## src/rtl/sprite_pkg.sv

```systemverilog
// Shared defaults for the sprite compositor: coordinate/colour widths and fixed colours.
package sprite_pkg;

    localparam int unsigned COORD_W = 10;
    localparam int unsigned COLOR_W = 12;

    localparam logic [COLOR_W-1:0] BG_COLOR    = 12'h111;
    localparam logic [COLOR_W-1:0] COLOR_BLACK = '0;

endpackage : sprite_pkg

```

## src/rtl/sprite_hit.sv

```systemverilog
// Combinational strict-bounds rectangle test for one object.
// Right/bottom edges are summed one bit wider, so an object near the edge never wraps to 0.
module sprite_hit #(
    parameter int unsigned COORD_W = sprite_pkg::COORD_W
) (
    input  logic               en,
    input  logic [COORD_W-1:0] obj_x,
    input  logic [COORD_W-1:0] obj_y,
    input  logic [COORD_W-1:0] obj_w,
    input  logic [COORD_W-1:0] obj_h,
    input  logic [COORD_W-1:0] x_pix,
    input  logic [COORD_W-1:0] y_pix,
    output logic               hit_c
);

    localparam int unsigned SUM_W = COORD_W + 1;

    logic [SUM_W-1:0] x_end;
    logic [SUM_W-1:0] y_end;
    logic             in_x;
    logic             in_y;

    assign x_end = SUM_W'(obj_x) + SUM_W'(obj_w);
    assign y_end = SUM_W'(obj_y) + SUM_W'(obj_h);

    // Strict on both sides: w or h of 0 or 1 leaves no pixel inside.
    assign in_x = (x_pix > obj_x) && (SUM_W'(x_pix) < x_end);
    assign in_y = (y_pix > obj_y) && (SUM_W'(y_pix) < y_end);

    assign hit_c = en && in_x && in_y;

endmodule : sprite_hit

```

## src/rtl/sprite_compositor.sv

```systemverilog
// Per-pixel renderer for N_OBJ prioritised rectangles with a 2-beat pixel pipeline.
// Optional per-frame collision flags are built when SPRITE_COLLISION_EN is defined.
module sprite_compositor #(
    parameter int unsigned         N_OBJ    = 4,
    parameter int unsigned         COORD_W  = sprite_pkg::COORD_W,
    parameter int unsigned         COLOR_W  = sprite_pkg::COLOR_W,
    parameter logic [COLOR_W-1:0]  BG_COLOR = COLOR_W'(sprite_pkg::BG_COLOR)
) (
    input  logic                       clk,
    input  logic                       rst_n,
    input  logic                       pix_en,
    input  logic [COORD_W-1:0]         x_pix,
    input  logic [COORD_W-1:0]         y_pix,
    input  logic                       visible,
    input  logic                       frame_start,
    input  logic [N_OBJ*COORD_W-1:0]   obj_x,
    input  logic [N_OBJ*COORD_W-1:0]   obj_y,
    input  logic [N_OBJ*COORD_W-1:0]   obj_w,
    input  logic [N_OBJ*COORD_W-1:0]   obj_h,
    input  logic [N_OBJ*COLOR_W-1:0]   obj_color,
    input  logic [N_OBJ-1:0]           obj_en,
    output logic [COLOR_W-1:0]         pixel_color,
    output logic                       pixel_valid,
    output logic [N_OBJ-1:0]           coll_flags,
    output logic                       coll_valid
);

    import sprite_pkg::*;

    logic [N_OBJ*COORD_W-1:0] act_x;
    logic [N_OBJ*COORD_W-1:0] act_y;
    logic [N_OBJ*COORD_W-1:0] act_w;
    logic [N_OBJ*COORD_W-1:0] act_h;
    logic [N_OBJ*COLOR_W-1:0] act_color;
    logic [N_OBJ-1:0]         act_en;

    logic [N_OBJ-1:0]         hit_c;
    logic [N_OBJ-1:0]         hit_q;
    logic                     vis_q;
    logic [COLOR_W-1:0]       sel_color_c;
    logic [COLOR_W-1:0]       pix_next_c;

    // Active set: frozen between frame_start beats so a frame never tears.
    always_ff @(posedge clk or negedge rst_n) begin
        if (!rst_n) begin
            act_x     <= '0;
            act_y     <= '0;
            act_w     <= '0;
            act_h     <= '0;
            act_color <= '0;
            act_en    <= '0;
        end else if (pix_en && frame_start) begin
            act_x     <= obj_x;
            act_y     <= obj_y;
            act_w     <= obj_w;
            act_h     <= obj_h;
            act_color <= obj_color;
            act_en    <= obj_en;
        end
    end

    for (genvar i = 0; i < N_OBJ; i++) begin : g_hit
        sprite_hit #(
            .COORD_W (COORD_W)
        ) u_hit (
            .en    (act_en[i]),
            .obj_x (act_x[i*COORD_W +: COORD_W]),
            .obj_y (act_y[i*COORD_W +: COORD_W]),
            .obj_w (act_w[i*COORD_W +: COORD_W]),
            .obj_h (act_h[i*COORD_W +: COORD_W]),
            .x_pix (x_pix),
            .y_pix (y_pix),
            .hit_c (hit_c[i])
        );
    end

    // Stage 1: hit vector and visibility.
    always_ff @(posedge clk or negedge rst_n) begin
        if (!rst_n) begin
            hit_q <= '0;
            vis_q <= 1'b0;
        end else if (pix_en) begin
            hit_q <= hit_c;
            vis_q <= visible;
        end
    end

    // Lowest index wins: scan from the top so lower indices overwrite.
    always_comb begin
        sel_color_c = BG_COLOR;
        for (int i = int'(N_OBJ) - 1; i >= 0; i--) begin
            if (hit_q[i]) begin
                sel_color_c = act_color[i*COLOR_W +: COLOR_W];
            end
        end
    end

    assign pix_next_c = vis_q ? sel_color_c : COLOR_W'(COLOR_BLACK);

    // Stage 2: output colour and valid.
    always_ff @(posedge clk or negedge rst_n) begin
        if (!rst_n) begin
            pixel_color <= '0;
            pixel_valid <= 1'b0;
        end else if (pix_en) begin
            pixel_color <= pix_next_c;
            pixel_valid <= vis_q;
        end
    end

`ifdef SPRITE_COLLISION_EN
    logic [N_OBJ-1:0] acc;
    logic             multi_c;

    assign multi_c = ($countones(hit_c) >= 2);

    // Overlaps accumulate over the frame and publish at the next frame_start.
    always_ff @(posedge clk or negedge rst_n) begin
        if (!rst_n) begin
            acc        <= '0;
            coll_flags <= '0;
            coll_valid <= 1'b0;
        end else begin
            coll_valid <= 1'b0;
            if (pix_en) begin
                if (frame_start) begin
                    coll_flags <= acc;
                    acc        <= '0;
                    coll_valid <= 1'b1;
                end else if (visible && multi_c) begin
                    acc <= acc | hit_c;
                end
            end
        end
    end
`else
    assign coll_flags = '0;
    assign coll_valid = 1'b0;
`endif

endmodule : sprite_compositor

```

## config.mk

```make
export PLATFORM = sky130hd
export DESIGN_NAME = sprite_compositor
export DESIGN_NICKNAME = d
export VERILOG_FILES = /design/src/rtl/sprite_pkg.sv /design/src/rtl/sprite_hit.sv /design/src/rtl/sprite_compositor.sv
export SDC_FILE = /design/constraint.sdc
export NUM_CORES = 1
export LEC_CHECK = 0
export ABC_AREA = 1
export CORE_ASPECT_RATIO = 0.6
export CORE_MARGIN = 5
export CORE_UTILIZATION = 50
export DETAILED_ROUTE_END_ITERATION = 6
export PLACE_DENSITY = 0.83
export SLEW_MARGIN = 5
export SYNTH_ARGS = -nofsm -noshare
export SYNTH_HDL_FRONTEND = slang
export SYNTH_HIERARCHICAL = 1
export SYNTH_SLANG_ARGS = --single-unit
```

## constraint.sdc

```tcl
create_clock -name clk -period 2.6 [get_ports clk]
set_input_delay 0.39 -clock clk [delete_from_list [all_inputs] [get_ports clk]]
set_output_delay 0.39 -clock clk [all_outputs]
set_load 0.02 [all_outputs]
```

# Word level (Yosys, flattened, before mapping)
# Cells that the tools add are included.
dict set report word_totals {
  n_memories 0
  ff_bits 230
  mem_bits_ro 0
  in_bits 237
  elab_cells 56
  latchBits 0
  ramBits 0
  output_inout_bits 18
}
dict set report op_classes {
  shift 0
  div_mod_pow 0
  n_eq_ne 0
  multipliers 0
  n_bitwise 0
  addsub 8
  n_lt_le_gt_ge 16
  n_reduce_logical 17
  n_mux 5
}
# op count
set op_table {}
lappend op_table {{adder 10 x 10 -> 11 bit} 8}
lappend op_table {{< comparator 10 x 11 -> 1 bit} 8}
lappend op_table {{> comparator 10 bit} 8}
lappend op_table {{2-to-1 mux 12 bit} 5}
lappend op_table {{logical AND 1 bit} 17}

# Longest topological paths before layout
dict set report depth {
  word_depth 5
  mapped_depth 21
  depth_no_buf 21
}

# Cells and area by module
# Netlist, hierarchy kept.
# module area_each_um2 cells_per_inst seq_area_each_um2 instances
set modules_own_cells {}
lappend modules_own_cells {sprite_compositor 9064.9 676 5755.5 1}
lappend modules_own_cells {{sprite_hit (g_hit[2].u_hit ...)} 1848.0 293 0.0 2}
lappend modules_own_cells {{sprite_hit (g_hit[1].u_hit)} 1850.5 293 0.0 1}
lappend modules_own_cells {{sprite_hit (g_hit[0].u_hit)} 1844.3 293 0.0 1}

# Least setup slack after synthesis
# Ideal clock, no wire load.
dict set report synth_path {
  path_kind {register to register}
  from {register act_y[10]}
  to {register hit_q[1]}
  t_arrival_ns 2.431
  period_less_slack_ns 2.515
  stages_incl_launch_ff 21
  setup_slack_ns 0.085
  required_ns 2.515
  n_path_buf 0
  setup_ns 0.085
  cell_sequence {dfrtp_1 -> ha_1 -> fa_1 -> inv_1 -> nor2_1 -> nor2_1 -> xor2_1 -> ha_1 -> nand2_1 -> inv_1 -> a21oi_1 -> nand2_1 -> nand2_1 -> nand2_1 -> nand2_1 -> nand2_1 -> nand2_1 -> nand2_1 -> nor2_2 -> nand2_1 -> o21ai_0}
}
dict set report synth_via {
  elab_chain_cells 4
  word_cells_on_any_way 5
  cone_classes {add/sub (1); order compare (2); reduce/logical (2)}
}
# element line
set synth_rtl {}
lappend synth_rtl {{start, declared} sprite_compositor.sv:31} ;# logic [N_OBJ*COORD_W-1:0] act_y;
lappend synth_rtl {{start signal, assigned} sprite_compositor.sv:54} ;# act_y <= obj_y;
lappend synth_rtl {{adder 10 x 10 -> 11 bit} sprite_hit.sv:24} ;# assign y_end = SUM_W'(obj_y) + SUM_W'(obj_h);
lappend synth_rtl {{< comparator 10 x 11 -> 1 bit} sprite_hit.sv:28} ;# assign in_y = (y_pix > obj_y) && (SUM_W'(y_pix) < y_end);
lappend synth_rtl {{logical AND 1 bit *} sprite_hit.sv:28}
lappend synth_rtl {{logical AND 1 bit *} sprite_hit.sv:30} ;# assign hit_c = en && in_x && in_y;
lappend synth_rtl {{net hit_c[1]} sprite_compositor.sv:37} ;# logic [N_OBJ-1:0] hit_c;
lappend synth_rtl {{end signal, assigned} sprite_compositor.sv:83} ;# hit_q <= hit_c;
lappend synth_rtl {{end, declared} sprite_compositor.sv:38} ;# logic [N_OBJ-1:0] hit_q;
# The timed path passes the listed nets; every way through them passes the cells marked *.
# A chain may end at the register's enable or synchronous reset.

# Final worst setup path
dict set report layout_path {
  from {register act_x[22]}
  to {register hit_q[2]}
}
dict set report layout_via {
  elab_chain_cells 5
  word_cells_on_any_way 6
  cone_classes {add/sub (1); order compare (2); reduce/logical (3)}
}
# element line
set layout_rtl {}
lappend layout_rtl {{start, declared} sprite_compositor.sv:30} ;# logic [N_OBJ*COORD_W-1:0] act_x;
lappend layout_rtl {{start signal, assigned} sprite_compositor.sv:53} ;# act_x <= obj_x;
lappend layout_rtl {{adder 10 x 10 -> 11 bit} sprite_hit.sv:23} ;# assign x_end = SUM_W'(obj_x) + SUM_W'(obj_w);
lappend layout_rtl {{< comparator 10 x 11 -> 1 bit} sprite_hit.sv:27} ;# assign in_x = (x_pix > obj_x) && (SUM_W'(x_pix) < x_end);
lappend layout_rtl {{logical AND 1 bit *} sprite_hit.sv:27}
lappend layout_rtl {{logical AND 1 bit * (2 in a row)} sprite_hit.sv:30}
lappend layout_rtl {{net hit_c[2]} sprite_compositor.sv:37}
# Marked as above.

==> impl_metrics.json <==
{
  "worst_setup_path_start_kind": "flop",
  "drive_gt1_share_pct": 18.48,
  "finalNetCount": 2676,
  "vias_per_cell": 5.348,
  "power.total_mw": 14.96,
  "cp-end-kind": "flop",
  "cellLeakagePower_nw": 10.58,
  "clock_latency_ps": 530,
  "peakVddDrop_mv": 0.4694,
  "dieWidth_um": 244.2,
  "cts.root.buffer_cell": "clkbuf_16",
  "avgSynthCellArea_um2": 8.905,
  "postSynthCellCount": 1848,
  "netlist_area_um2": 16460,
  "totalWireLength_um": 46710,
  "reg2reg_slack_ps": -40,
  "preCtsSetupSlack_ps": -219.4,
  "outcome": "finished with violations",
  "fin_skew_ps": 5.905,
  "die_h_um": 150.5,
  "fin_crit_sh_pct": 101.7,
  "synthArstFlopShare_pct": 100.0,
  "gp_congestion": 0.9332,
  "path_cells": "ha_1 > buf_4 > nand2_1 > nor2_1 > a21oi_2 > nor2_1 > nor2_1 > xor2_1 > ha_1 > nand2_1 > inv_1 > nand2_1 > nand2_1 > nand2_1 > nand2_1 > nand2_1 > nand2_1 > nor2_2 > nand2_1 > o21ai_0",
  "grt_pass1_vias": 14190,
  "vias": 14110,
  "ys_top_cells_by_area": "dfrtp_1 (35%), ha_1 (18%), mux2_2 (13%), nand2_1 (9.0%), inv_1 (5.0%)",
  "fin_crit_ps": 2643,
  "sw_frac_of_total_pct": 37.62,
  "rr_worst_depth": 20,
  "intPower_mw": 9.333,
  "place_area_um2": 20110,
  "netlist.area_leader.share_pct": 34.98,
  "cts_tree": "built",
  "worstHoldPathType": "in2async",
  "drv_slew": 0,
  "overflow": 0,
  "post_drt_wl_per_cell_um": 17.70,
  "crit_path_frequent_cell": "nand2_1",
  "worstSetupPathType": "reg2reg",
  "dieArea_um2": 36760,
  "placement_rows": 51,
  "synth_seq_cells": 230,
  "synth_seq_area_share_pct": 34.98,
  "cts_buffers": 24,
  "start_util_pct": 50.66,
  "synth_ff_type": "dfrtp_1",
  "cp_num_cells": 20,
  "crit_path_max_incr_delay_ps": 380,
  "drc_errors": 20,
  "synth_edf_count": 0,
  "power_frac_seq_pct": 30.5,
  "power_frac_comb_pct": 46.2,
  "grt_pass1_wl_um": 73710,
  "antenna_found_initial": 3,
  "clock.fmax_mhz": 378.3,
  "hold_violations": 0,
  "clockBufferDepth": 3,
  "yosysTopAreaCell": "dfrtp_1",
  "first_pass_iters": 7,
  "grt_max_degree": 79,
  "crit_start": "act_x[22]",
  "worst-path-buf-inv": 2,
  "syn_to_final_growth_pct": 28.78,
  "yosysWarnings": 6,
  "antenna_left": 0,
  "clock_sinks": 230,
  "grt_usage_pct": 24.80,
  "endpoint": "hit_q[2]",
  "ys_types": 32,
  "cp_top_family": "simple AND/OR/NAND/NOR gates",
  "max_cap_violations": 0,
  "io_pins": 255,
  "crit_arrival_ps": 3090,
  "final_cells": 2639,
  "dp_hpwl_um": 36830,
  "r2r-end": "hit_q[2]",
  "synth.most_common_cell": "nand2_1",
  "power.density_nw_per_um2": 706.0,
  "worstMarginPinSlew_ps": 887.3,
  "coreArea_um2": 32480,
  "rsz0062_at_grt": "true",
  "cts_max_level": 1,
  "portBuffers": 249,
  "synth_commonest_cells": "nand2_1 (395), ha_1 (232), dfrtp_1 (230), inv_1 (221), mux2_2 (185)",
  "finalInstanceArea_um2": 21190,
  "clockPowerShare_pct": 23.3,
  "setup_slack_ps": -43.21,
  "p_sw_mw": 5.629,
  "slew_headroom_pct": 40.84,
  "slowest_stage": "dfrtp_1",
  "crit_fanout": 5,
  "violations": "design-rule violations, negative setup slack",
  "placed_cells": 2590,
  "reg2reg_from": "act_x[22]",
  "crit_required_ps": 3050,
  "drt-initial-drc-count": 1115,
  "clk_pin_slew_ps": 70,
  "final-setup-viol-count": 3
}
[registers in the layout (all words and copies together) (netlist names)]
signal       cells
pixel_color     12
act_en           4
act_w           40
act_y           40
vis_q            1
act_color       48
act_h           40
hit_q            4
act_x           40
pixel_valid      1
[worst min-delay path by stage]
stage                     start           end  depth (start not counted)
after detailed placement  rst_n     act_w[24]                          1
after global placement    rst_n     act_x[24]                          1
after global routing      rst_n     act_x[26]                          2
after CTS                 rst_n     act_x[24]                          2
after floorplan           rst_n  act_color[0]                          0
final                     rst_n     act_x[26]                          2
[worst register-to-register path, cell delays in order (launching register included)]
cell and delay [ps]:
dfrtp_1 380, ha_1 320, buf_4 160, nand2_1 60, nor2_1 60, a21oi_2 160, nor2_1 70, nor2_1 130
xor2_1 290, ha_1 310, nand2_1 70, inv_1 40, nand2_1 60, nand2_1 40, nand2_1 50, nand2_1 50
nand2_1 70, nand2_1 60, nor2_2 70, nand2_1 50, o21ai_0 60
[logic make-up after synthesis]
logic type      synth area share (%)
buf+inv                        7.041
mux                            12.66
flops                          34.98
xor+xnor                       3.406
simple gates                   15.97
fa+ha+maj                      18.61
other cells                  0.02279
compound gates                 7.307
[metal layers]
layer,up-vias,global-route usage [%],routed length [um]
met4,2,6.257,1250
met3,90,4.116,3216
met2,498,38.59,20260
met5,-,0,11
li1,6823,-,-
met1,6700,36.31,21980
[power groups by stage]
| stage | sequential (mW) | combinational [mW] | clock (mW) |
|---|---|---|---|
| floorplan | 4.47 | 4.44 | 0 |
| global placement | 4.55 | 6.27 | 0 |
| detailed placement | 4.59 | 6.58 | 0 |
| CTS | 4.54 | 6.77 | 3.56 |
| global route | 4.62 | 7.76 | 3.72 |
| finish | 4.56 | 6.92 | 3.49 |
[cells in the final DEF, fill, tap and decap left out, types with 10 or more instances in the layout]
cell type        count
nand2_1            389
nor3_1              13
clkbuf_16           25
xnor2_1             19
buf_12              10
clkdlybuf4s50_1    248
nor2_1             140
nor2_2              17
mux2_2             185
nand4_1             17
o21bai_1            11
xor2_1              45
a21oi_2             21
inv_1              217
buf_4              102
ha_1               215
a21oi_1            135
dfrtp_1            230
ha_4                13
nand3_1             61
a21o_1              12
[what timing repair did]
action                                 CTS  global route
endpoints found under the hold margin   47             0
setup endpoints to repair                4             4
gates resized for setup                 32            16
setup buffers                            3             4
pin swaps                               27            27
hold buffers                             1             0
[cell type report]
cell class	instances	area, um^2
flip-flops and latches	230	5756
clock buffers	31	668.1
fillers	2540	11290
inverters	224	840.8
clock inverters	9	101.3
multi-input cells	1357	9817
well taps	424	530.5
diodes	2	5.005
repair buffers	362	3473
[stage by stage]
stage | hold slack [ps] | util [%] | setup TNS, ps
2_1_floorplan | 94.41 | - | 0
3_3_place_gp | 331.4 | 61.91 | -203.6
3_5_place_dp | 335.5 | 61.91 | -518.0
4_1_cts | 368.6 | 64.83 | -18.73
5_1_grt | 387.4 | 65.25 | -988.6
6_report | 371.3 | 65.25 | -91.43
Power figures use the tool's default switching activity.
